==> config.mk <==
export PLATFORM = sky130hd
export DESIGN_NAME = scmp_mem_ref_unit
export DESIGN_NICKNAME = d
export VERILOG_FILES = /design/src/rtl/scmp_mem_ref_unit.sv
export SDC_FILE = /design/constraint.sdc
export NUM_CORES = 1
export LEC_CHECK = 0
export ABC_AREA = 1
export CAP_MARGIN = 10
export CORE_MARGIN = 2
export CORE_UTILIZATION = 27
export DETAILED_ROUTE_END_ITERATION = 8
export PLACE_DENSITY = 0.52
export REMOVE_ABC_BUFFERS = 1
export SLEW_MARGIN = 0
export SYNTH_ARGS = -nofsm -noshare
export SYNTH_HDL_FRONTEND = slang
export SYNTH_SLANG_ARGS = --single-unit
==> constraint.sdc <==
create_clock -name clk -period 3.1 [get_ports clk]
set_input_delay 0.62 -clock clk [delete_from_list [all_inputs] [get_ports clk]]
set_output_delay 0.62 -clock clk [all_outputs]
set_load 0.005 [all_outputs]
==> src/rtl/scmp_mem_ref_unit.sv <==
// scmp_mem_ref_unit: memory-reference engine for the SC/MP core.
// Computes the paged effective address, applies auto-indexing, runs the
// bus read / write / read-modify-write with wait states and a timeout,
// and returns the data byte plus the updated pointer.
module scmp_mem_ref_unit #(
   parameter int ADDR_W    = 16,
   parameter int PAGE_BITS = 12,
   parameter int TIMEOUT   = 255
) (
   input  logic              clk,
   input  logic              rst,
   input  logic              start,
   input  logic [7:0]        opcode,
   input  logic [ADDR_W-1:0] ptr,
   input  logic [7:0]        disp,
   input  logic [7:0]        e_reg,
   input  logic [7:0]        ac,
   output logic              busy,
   output logic              done,
   output logic              err,
   output logic [7:0]        result,
   output logic              ptr_wr_en,
   output logic [ADDR_W-1:0] ptr_wr_data,
   output logic [ADDR_W-1:0] mem_addr,
   output logic              mem_rd,
   output logic              mem_wr,
   output logic [7:0]        mem_wdata,
   input  logic [7:0]        mem_rdata,
   input  logic              mem_ready
);

   localparam int            CW       = $clog2(TIMEOUT + 1);
   localparam logic [CW-1:0] CNT_LAST = CW'(TIMEOUT - 1);

   typedef enum logic [1:0] {S_IDLE, S_ACCESS, S_RMW_WR, S_DONE} state_t;

   state_t              state;
   logic [CW-1:0]       cnt;
   logic                rmw_q, dec_q, st_q, idx_q;

   logic                is_rd, is_st, is_rmw, is_dec, illegal;
   logic [7:0]          off;
   logic [PAGE_BITS-1:0] sum;
   logic [ADDR_W-1:0]   np, ea;
   logic [7:0]          mod_byte;
   logic                unused_sel;

   // Pointer select is resolved by the core before ptr reaches us.
   assign unused_sel = ^opcode[1:0];

   // Opcode class decode and legality.
   always_comb begin
      is_rd  = 1'b0;
      is_st  = 1'b0;
      is_rmw = 1'b0;
      is_dec = 1'b0;
      case (opcode[7:3])
         5'b11000, 5'b11010, 5'b11011, 5'b11100,
         5'b11101, 5'b11110, 5'b11111: is_rd = 1'b1;
         5'b11001:                     is_st = 1'b1;
         5'b10101:                     is_rmw = 1'b1;
         5'b10111: begin is_rmw = 1'b1; is_dec = 1'b1; end
         default: ;
      endcase
   end

   assign illegal = !(is_rd || is_st || is_rmw) || (opcode[2:0] == 3'b100) ||
                    (is_rmw && opcode[2]);

   // Paged address arithmetic: only the low PAGE_BITS take part, no carry out.
   assign off      = (disp == 8'h80) ? e_reg : disp;
   assign sum      = ptr[PAGE_BITS-1:0] + {{(PAGE_BITS-8){off[7]}}, off};
   assign np       = {ptr[ADDR_W-1:PAGE_BITS], sum};
   // Auto-index: negative offset pre-decrements, non-negative post-increments.
   assign ea       = (opcode[2] && !off[7]) ? ptr : np;
   assign mod_byte = dec_q ? (mem_rdata - 8'd1) : (mem_rdata + 8'd1);

   // Control FSM with all outputs registered.
   always_ff @(posedge clk or posedge rst) begin
      if (rst) begin
         state       <= S_IDLE;
         cnt         <= '0;
         rmw_q       <= 1'b0;
         dec_q       <= 1'b0;
         st_q        <= 1'b0;
         idx_q       <= 1'b0;
         busy        <= 1'b0;
         done        <= 1'b0;
         err         <= 1'b0;
         result      <= '0;
         ptr_wr_en   <= 1'b0;
         ptr_wr_data <= '0;
         mem_addr    <= '0;
         mem_rd      <= 1'b0;
         mem_wr      <= 1'b0;
         mem_wdata   <= '0;
      end else begin
         case (state)
            S_IDLE: begin
               if (start) begin
                  busy <= 1'b1;
                  cnt  <= '0;
                  if (illegal) begin
                     state <= S_DONE;
                     done  <= 1'b1;
                     err   <= 1'b1;
                  end else begin
                     state       <= S_ACCESS;
                     rmw_q       <= is_rmw;
                     dec_q       <= is_dec;
                     st_q        <= is_st;
                     idx_q       <= opcode[2];
                     ptr_wr_data <= np;
                     mem_addr    <= ea;
                     mem_wdata   <= ac;
                     mem_rd      <= !is_st;
                     mem_wr      <= is_st;
                  end
               end
            end
            S_ACCESS: begin
               if (mem_ready) begin
                  mem_rd <= 1'b0;
                  cnt    <= '0;
                  if (rmw_q) begin
                     state     <= S_RMW_WR;
                     mem_wr    <= 1'b1;
                     mem_wdata <= mod_byte;
                  end else begin
                     state     <= S_DONE;
                     mem_wr    <= 1'b0;
                     done      <= 1'b1;
                     result    <= st_q ? 8'h00 : mem_rdata;
                     ptr_wr_en <= idx_q;
                  end
               end else if (cnt == CNT_LAST) begin
                  state  <= S_DONE;
                  mem_rd <= 1'b0;
                  mem_wr <= 1'b0;
                  done   <= 1'b1;
                  err    <= 1'b1;
                  result <= 8'h00;
               end else begin
                  cnt <= cnt + 1'b1;
               end
            end
            S_RMW_WR: begin
               if (mem_ready) begin
                  state     <= S_DONE;
                  mem_wr    <= 1'b0;
                  done      <= 1'b1;
                  result    <= mem_wdata;
                  ptr_wr_en <= idx_q;
               end else if (cnt == CNT_LAST) begin
                  state  <= S_DONE;
                  mem_wr <= 1'b0;
                  done   <= 1'b1;
                  err    <= 1'b1;
                  result <= 8'h00;
               end else begin
                  cnt <= cnt + 1'b1;
               end
            end
            default: begin
               // DONE: pulses end, back to IDLE; a start seen here is dropped.
               state     <= S_IDLE;
               busy      <= 1'b0;
               done      <= 1'b0;
               err       <= 1'b0;
               result    <= 8'h00;
               ptr_wr_en <= 1'b0;
            end
         endcase
      end
   end

endmodule

==> impl_metrics.tcl <==
set metrics [dict create \
    drt_iter0_markers 160 \
    rows 46 \
    start_kind "primary input" \
    irDropWorstVdd_mv 0.336 \
    crit_required_ns 3.33 \
    yosysUniqueCellTypes 40 \
    die_h_um 131 \
    relSlewSlack 0.598 \
    area_delta_synth_final_pct 37.9 \
    synth_area_mm2 0.00438 \
    p_seq_frac 0.297 \
    io_pins 114 \
    grt_usage 0.156 \
    htreeDepth 3 \
    rsz0062_at_grt "no" \
    ys_ff_latch 64 \
    fmax_ghz 0.358 \
    cp.buffers_inverters 1 \
    synthTopCellsByArea "dfrtp_1, nand2_1, ha_1, inv_1, nand3_1" \
    grt_max_degree 41 \
    final_common_cell "nand2_1" \
    tightest_slew_ns 0.602 \
    design_area_mm2 0.00605 \
    grt-ovfl-total 0 \
    final_cell_mix "nand2_1, clkdlybuf4s50_1, inv_1, dfrtp_1, nand3_1" \
    clkPwrFrac 0.187 \
    core_mm2 0.0159 \
    critPathMostFrequentCell "nand2_1" \
    post-route-period-util 0.900 \
    layout-drive-gt1-share 0.0771 \
    critPathSlowestCell "clkdlybuf4s50_1" \
    skew_ns 0.00614 \
    drv_slew 0 \
    fin_ws_ns 0.309 \
    postCtsHoldBufs 0 \
    via_per_inst 4.58 \
    crit_type "primary input to flip-flop" \
    max_cap_viol_count 0 \
    worstPathMaxFanout 6 \
    pre_cts_slack_ns -0.0145 \
    drc 0 \
    power.switching_uw 1950 \
    async_flop_share 1.00 \
    gp_congestion 0.873 \
    clock_latency_ns 0.34 \
    synth-main-ff-cell "dfrtp_1" \
    die_x_um 131 \
    initial_core_util 0.276 \
    grt_pass1_vias 4353 \
    root_buffer "clkbuf_16" \
    ctsResizeCount 0 \
    port_buffers 113 \
    hold_violations 0 \
    synth_top_cell_area_share 0.365 \
    status "finished clean" \
    crit_chain "clkdlybuf4s50_1, nand2_1, nor2_1, nand3_1, nor2_1, nand2_1, nand2_1, ha_1, a21oi_1, nand2_1, a21oi_1, xor2_1, nand2_1, nand3_1, nand2_1" \
    synth-edff-count 0 \
    path_clk_slew_ns 0.06 \
    cts_tree "done" \
    ys_warn_count 0 \
    wl_per_cell_um 13.8 \
    fin_setup_tns_ns 0 \
    num-nets-final 797 \
    grt_pass1_wl_um 21600 \
    hold_class "flip-flop to flip-flop" \
    antenna_cells 0 \
    dr.pass1.iters 4 \
    drt_wl_total_um 12800 \
    cellPowerDensity_mw_per_mm2 818 \
    hpwlAfterDp_um 10000 \
    syn_avg_cell_area_um2 7.46 \
    syn_inst 588 \
    p_comb_frac 0.516 \
    swShare 0.394 \
    vias 4259 \
    p_int_uw 2990 \
    antenna_found_initial 0 \
    cp_top_family "simple AND/OR/NAND/NOR gates" \
    holdWs_ns 0.483 \
    dieArea_mm2 0.0173 \
    critPathMaxStageDelay_ns 0.48 \
    worst_ep_arrival_time_ns 3.02 \
    clock_sinks 64 \
    end_kind "flip-flop" \
    period_needed_ns 2.79 \
    power_uw 4940 \
    cts_buffers 9 \
    postPlaceCellArea_mm2 0.00578 \
    yosysSeqAreaShare 0.365 \
    yosys.area.top_type "dfrtp_1" \
    p_leak_uw 0.00293 \
    clock_path_buffers 2 \
    setup_violations 0 \
    post_cts_buffers 0 \
    ant_nets 0 \
]
==> cells in the mapped netlist (3+ instances only) <==
cell type and instances:
o22ai_1 8, nand2_1 178, buf_4 7, a22oi_1 7, ha_1 25, a21o_1 3
xnor2_1 5, nor2_1 24, inv_1 74, nand2_2 7, nand4_1 7, a31oi_1 3
xor2_1 5, nand3_1 50, buf_6 4, o21ai_0 21, or2_2 4, buf_2 6
inv_2 4, o31ai_1 4, mux2i_1 3, o211ai_1 10, a21oi_1 26, dfrtp_1 64
o21ai_1 16
==> layout make-up <==
| class | instances | area (um^2) |
|---|---|---|
| Tap cell | 216 | 270 |
| Clock buffer | 11 | 243 |
| Fill cell | 1640 | 9840 |
| Clock inverter | 3 | 20.0 |
| Inverter | 79 | 310 |
| Sequential cell | 64 | 1600 |
| Timing Repair Buffer | 128 | 1260 |
| Multi-Input combinational cell | 428 | 2340 |
==> final timing paths <==
check                                         from                      end  slack, ns  cells past startpoint
min                        mem_addr[1]$_DFFE_PP0P_  mem_addr[1]$_DFFE_PP0P_       0.48                      2
max                                        disp[7]  mem_addr[7]$_DFFE_PP0P_       0.31                     15
min in group asynchronous                      rst  mem_addr[4]$_DFFE_PP0P_       0.67                      2
max reg2reg                   state[0]$_DFFE_PP0N_       cnt[0]$_DFFE_PP0P_       1.03                      8
max in group asynchronous                      rst    result[6]$_DFFE_PP0P_       1.80                      3
min reg2reg                mem_addr[1]$_DFFE_PP0P_  mem_addr[1]$_DFFE_PP0P_       0.48                      2
==> through the flow <==
| stage | utilization | instances |
|---|---|---|
| 2_1_floorplan | - | 571 |
| 3_3_place_gp | 0.364 | 915 |
| 3_5_place_dp | 0.364 | 915 |
| 4_1_cts | 0.381 | 929 |
| 5_1_grt | 0.381 | 929 |
| 6_report | 0.381 | 929 |
==> flip-flops by register name, indices dropped and copies added (netlist names) <==
register	count
err	1
ptr_wr_data	16
result	8
done	1
mem_wdata	8
mem_addr	12
state	2
st_q	1
ptr_wr_en	1
mem_wr	1
idx_q	1
dec_q	1
rmw_q	1
busy	1
cnt	8
mem_rd	1
==> power by group through the flow <==
stage	logic (uW)	clock network (uW)	registers (uW)
floorplan	1390	0	1450
global placement	2540	0	1470
detailed placement	2570	0	1480
CTS	2590	953	1470
global route	2870	989	1520
finish	2550	925	1470
==> logic make-up (layout without fill, tap and decap cells) <==
logic type               after synthesis  after routing  synth area share
AO/OA/AOI/OAI                        108            108             0.150
XOR/XNOR                              10             10            0.0200
adder cells (fa/ha/maj)               27             27            0.0805
buffers and inverters                 96            221            0.0999
flip-flops                            64             64             0.365
multiplexers                           3              3           0.00685
AND/OR/NAND/NOR                      280            280             0.277
==> worst reg2reg max path, cell delays in order (launching register included) <==
cell	delay, ns
dfrtp_1	0.42
inv_1	0.14
ha_1	0.48
inv_1	0.16
o21ai_1	0.22
nand3_2	0.23
nor2_1	0.15
nor2_1	0.05
a31oi_1	0.14
==> layer usage <==
metal  part of all wire  vias up  global-route usage
li1                   -     2169                   -
met1               0.46     1963               0.191
met2               0.47      106               0.259
met3              0.048       21              0.0397
met4              0.028        0              0.0688
met5                  0        -                   0
(Power assumes the default switching activity.)
